==> config.mk <==
export PLATFORM = sky130hd
export DESIGN_NAME = dest_reg_pipe
export DESIGN_NICKNAME = d
export VERILOG_FILES = /design/src/rtl/dest_reg_pipe.sv
export SDC_FILE = /design/constraint.sdc
export NUM_CORES = 1
export LEC_CHECK = 0
export CORE_ASPECT_RATIO = 0.75
export CORE_MARGIN = 2
export CORE_UTILIZATION = 45
export CTS_CLUSTER_SIZE = 20
export DETAILED_ROUTE_END_ITERATION = 7
export PLACE_DENSITY_LB_ADDON = 0.12
export SYNTH_ARGS = -nofsm -noshare
export SYNTH_HDL_FRONTEND = slang
export SYNTH_SLANG_ARGS = --single-unit
==> constraint.sdc <==
create_clock -name CLK -period 5 [get_ports CLK]
set_input_delay 1 -clock CLK [delete_from_list [all_inputs] [get_ports CLK]]
set_output_delay 1 -clock CLK [all_outputs]
set_load 0.01 [all_outputs]
==> src/rtl/dest_reg_pipe.sv <==
// Destination-register tracking through EX/MEM and MEM/WB, with operand
// forwarding selects, load-use stall detection and a saturating stall counter.
module dest_reg_pipe #(
  parameter int REG_ADDR_W = 5,
  parameter int CNT_W      = 16
) (
  input  logic                  CLK,
  input  logic                  RESET,
  input  logic [REG_ADDR_W-1:0] EX_DEST,
  input  logic                  EX_REGWRITE,
  input  logic                  EX_MEMREAD,
  input  logic [REG_ADDR_W-1:0] EX_RS,
  input  logic [REG_ADDR_W-1:0] EX_RT,
  input  logic [REG_ADDR_W-1:0] ID_RS,
  input  logic [REG_ADDR_W-1:0] ID_RT,
  input  logic                  ID_USES_RT,
  input  logic                  HOLD,
  input  logic                  FLUSH,
  output logic [REG_ADDR_W-1:0] MEM_DEST,
  output logic                  MEM_REGWRITE,
  output logic                  MEM_MEMREAD,
  output logic [REG_ADDR_W-1:0] WB_DEST,
  output logic                  WB_REGWRITE,
  output logic [1:0]            FWD_A,
  output logic [1:0]            FWD_B,
  output logic                  LOAD_USE_STALL,
  output logic [CNT_W-1:0]      STALL_CNT
);

  localparam logic [CNT_W-1:0] CNT_MAX = {CNT_W{1'b1}};

  logic [REG_ADDR_W-1:0] mem_dest_q, mem_dest_d;
  logic                  mem_regwrite_q, mem_regwrite_d;
  logic                  mem_memread_q, mem_memread_d;
  logic [REG_ADDR_W-1:0] wb_dest_q, wb_dest_d;
  logic                  wb_regwrite_q, wb_regwrite_d;
  logic [CNT_W-1:0]      stall_cnt_q, stall_cnt_d;
  logic                  load_use_stall;

  // Register 0 is hardwired, so a write to it never creates a dependency.
  function automatic logic [1:0] fwd_sel(
    input logic [REG_ADDR_W-1:0] src,
    input logic [REG_ADDR_W-1:0] mem_dest,
    input logic                  mem_wr,
    input logic [REG_ADDR_W-1:0] wb_dest,
    input logic                  wb_wr
  );
    fwd_sel = 2'b00;
    if (mem_wr && (mem_dest != '0) && (mem_dest == src)) begin
      fwd_sel = 2'b10;
    end else if (wb_wr && (wb_dest != '0) && (wb_dest == src)) begin
      fwd_sel = 2'b01;
    end
  endfunction

  always_comb begin
    load_use_stall = EX_MEMREAD && (EX_DEST != '0) &&
                     ((EX_DEST == ID_RS) || (ID_USES_RT && (EX_DEST == ID_RT)));
  end

  // HOLD freezes everything, including a coincident FLUSH and the counter.
  always_comb begin
    mem_dest_d     = mem_dest_q;
    mem_regwrite_d = mem_regwrite_q;
    mem_memread_d  = mem_memread_q;
    wb_dest_d      = wb_dest_q;
    wb_regwrite_d  = wb_regwrite_q;
    stall_cnt_d    = stall_cnt_q;
    if (!HOLD) begin
      wb_dest_d     = mem_dest_q;
      wb_regwrite_d = mem_regwrite_q;
      if (FLUSH) begin
        mem_dest_d     = '0;
        mem_regwrite_d = 1'b0;
        mem_memread_d  = 1'b0;
      end else begin
        mem_dest_d     = EX_DEST;
        mem_regwrite_d = EX_REGWRITE;
        mem_memread_d  = EX_MEMREAD;
      end
      if (load_use_stall && (stall_cnt_q != CNT_MAX)) begin
        stall_cnt_d = stall_cnt_q + 1'b1;
      end
    end
  end

  always_ff @(posedge CLK) begin
    if (RESET) begin
      mem_dest_q     <= '0;
      mem_regwrite_q <= 1'b0;
      mem_memread_q  <= 1'b0;
      wb_dest_q      <= '0;
      wb_regwrite_q  <= 1'b0;
      stall_cnt_q    <= '0;
    end else begin
      mem_dest_q     <= mem_dest_d;
      mem_regwrite_q <= mem_regwrite_d;
      mem_memread_q  <= mem_memread_d;
      wb_dest_q      <= wb_dest_d;
      wb_regwrite_q  <= wb_regwrite_d;
      stall_cnt_q    <= stall_cnt_d;
    end
  end

  assign MEM_DEST       = mem_dest_q;
  assign MEM_REGWRITE   = mem_regwrite_q;
  assign MEM_MEMREAD    = mem_memread_q;
  assign WB_DEST        = wb_dest_q;
  assign WB_REGWRITE    = wb_regwrite_q;
  assign STALL_CNT      = stall_cnt_q;
  assign LOAD_USE_STALL = load_use_stall;
  assign FWD_A = fwd_sel(EX_RS, mem_dest_q, mem_regwrite_q, wb_dest_q, wb_regwrite_q);
  assign FWD_B = fwd_sel(EX_RT, mem_dest_q, mem_regwrite_q, wb_dest_q, wb_regwrite_q);

endmodule

==> results.cfg <==
[status]
status = complete, no violations

[sta]
tightest_slew_ns = 0.439
finalHoldViolCount = 0
skew_ns = 0.00884
maxSlewViolCount = 0
setup_tns_ns = 0
hold_slack_ns = 0.510
setup_ws_ns = 0.971
setup_viol = 0
min_period_ns = 4.03
rsz0062_at_grt = no
fmax_mhz = 248
relSlewSlack_pct = 70.4
final.period_utilization_pct = 80.6

[critical_path]
cp_num_cells = 7
cp.arrival_ns = 3.03
setup.worst_path.end_class = output pin
crit_path_end = LOAD_USE_STALL
cpMostUsedCell = clkdlybuf4s50_1
worst_ep_required_time_ns = 4.00
r2r_slack_ns = 2.84
startpoint_type = input pin
startpoint = EX_DEST[3]
cp_max_fo = 29
path_class = input pin to output pin
crit_buf_inv = 3
r2r_start = STALL_CNT[7]
path_cells = clkdlybuf4s50_1 > xor2_1 > nor4_1 > a32oi_1 > buf_4 > nor2b_1 > clkdlybuf4s50_1
reg2reg_to = STALL_CNT[2]
reg2regPathDepth = 5
max_stage_delay_ns = 0.55
cp_top_family = buffers and inverters
cpMaxStageDelayCell = clkdlybuf4s50_1

[layout]
nets = 294
fillerInstances = 331
design_area_mm2 = 0.00251
num_antenna_cells = 0
seq_area_um2 = 581
drive_gt1_share_pct = 7.63
multiInputGateArea_mm2 = 0.00109
syn2layout_area_growth_pct = 46.0

[detailed_routing]
via_count = 1749
wl_per_cell_um = 14.6
firstDrtPassIters = 4
vias_per_cell = 5.57
routed_wl_um = 4580
route.detailed.drc = 0
ant_nets = 0
drtIter0Drc = 112

[clock_tree]
cts.sinks = 29
hold_buffers = 0
cts-root-buf = clkbuf_8
htreeDepth = 2
clk_pin_slew_worst_paths_ns = 0.06
cts_made_buffers = 5
cts_max_path_buffers = 2
cts_tree = done
post_cts_buffers = 0
cts_resized = 0
clkLatencyLatePin_ns = 0.28

[power_and_ir_drop]
p_leak_uw = 0.000887
powerDensity_mw_per_mm2 = 214
vdd_drop_max_uv = 123

[logic_synthesis]
synth.largest_area_cell = dfxtp_1
yosysUniqueCellTypes = 39
synth-main-ff-cell = dfxtp_1
synth_fp_nets = 229
synth_common_cells = dfxtp_1 (29), nor2_1 (23), xor2_1 (23)
yosysMostFrequentCell = dfxtp_1
syn_inst = 196
async_reset_ff_share_pct = 0
synth_warnings = 0
synth_area_mm2 = 0.00172
yosysSeqAreaShare_pct = 33.7
synth.ff_latch_count = 29
synth.area.top_cells = dfxtp_1 (34%), xor2_1 (12%), or4_1 (5.2%), nor2_1 (5.0%), a21oi_1 (3.8%)
synth_edf_count = 0
synth_top_cell_area_share_pct = 33.7
syn_avg_cell_area_um2 = 8.78

[grt]
first_global_vias = 1605
grt_pass1_wl_um = 7710
grt_max_degree = 34
antenna_found_initial = 0
grt_overflow = 0
grt_use_total_pct = 23.1

[hold_path]
hp-class = flop to flop

[placed_design]
gp_congestion = 0.899
port_buffers = 65
dp_slack_ns = 0.988
hpwl_um = 3410
dpl-instance-area_mm2 = 0.00241

[floorplanning]
dieArea_mm2 = 0.00434
row_count = 19
ios = 66
die_w_um = 75.4
coreArea_mm2 = 0.00366
start_util_pct = 47.0
die_h_um = 57.5

[run]
maxCapViolations = 0
## cell usage in the layout, fill, tap and decap left out, types with 2 or more instances in the layout
cell type	netlist	final
clkdlybuf4s50_1	0	65
dfxtp_1	29	29
xor2_1	23	23
nor2_1	23	23
a21oi_1	13	13
or4_1	12	12
xnor2_1	7	7
o31ai_1	7	7
clkbuf_8	0	7
o21ai_0	6	6
nor4_1	6	6
a22oi_1	6	6
mux2i_1	6	6
nand3_1	5	5
nor2b_1	5	5
nand2_1	5	5
nand4_1	5	5
nor3_1	3	3
mux2_4	3	3
or3_1	3	3
buf_4	0	3
nor3b_1	2	2
nand4b_1	2	2
## final cells by class
class / instances / area share [%]
multi-input cells: 156 / 43.3
repair buffers: 68 / 26.8
flip-flops and latches: 29 / 23.1
clock buffers: 7 / 3.84
well taps: 52 / 2.59
clock inverters: 1 / 0.199
inverters: 1 / 0.149
## power by group
group / switching, uW / total (uW) / leakage [uW] / internal, uW
clock network: 94.4 / 219 / 0.0000542 / 124
registers: 5.39 / 240 / 0.000234 / 234
logic: 35.4 / 80.3 / 0.000598 / 44.9
## routing by layer
layer / vias to the layer above / global-route usage, % / part of all wire (%)
li1: 859 / - / -
met1: 817 / 35.1 / 49
met2: 69 / 31.8 / 43
met3: 4 / 6.18 / 7.3
met4: 0 / 6.77 / 0.94
met5: - / 0 / 0
## kinds of logic after synthesis
family          after synthesis  synth area share, %
compound gates               35                 12.7
flops                        29                 33.7
fa+ha+maj                     1                0.727
buf+inv                      11                 3.05
mux                          10                 6.76
simple gates                 80                 27.8
xor+xnor                     30                 15.3
## worst register-to-register path: stages, from the launching register on
cell and delay [ns]:
dfxtp_1 0.44, nand4_1 0.23, or4_4 0.60, nand3b_2 0.35, nor3b_1 0.13, mux2_4 0.31
## metrics by stage
step | utilization, % | power [uW] | instances
floorplan | - | 281 | 196
global placement | 65.8 | 324 | 306
detailed placement | 65.8 | 325 | 306
CTS | 68.6 | 540 | 314
global route | 68.6 | 561 | 314
finish | 68.6 | 539 | 314
## worst min-delay path by stage
stage	cells past startpoint	to	start	slack [ns]
2_1_floorplan	2	STALL_CNT[10]	STALL_CNT[10]	0.51
3_3_place_gp	2	STALL_CNT[10]	STALL_CNT[10]	0.49
3_5_place_dp	2	STALL_CNT[15]	STALL_CNT[15]	0.50
4_1_cts	2	STALL_CNT[15]	STALL_CNT[15]	0.51
5_1_grt	2	STALL_CNT[10]	STALL_CNT[10]	0.54
6_report	2	STALL_CNT[15]	STALL_CNT[15]	0.51
## sequential cells by signal, indices dropped and copies added, names as in the netlist
name / flops
MEM_DEST: 5
WB_DEST: 5
MEM_MEMREAD: 1
WB_REGWRITE: 1
MEM_REGWRITE: 1
STALL_CNT: 16
Note: power is estimated with default switching activity, not from simulation.
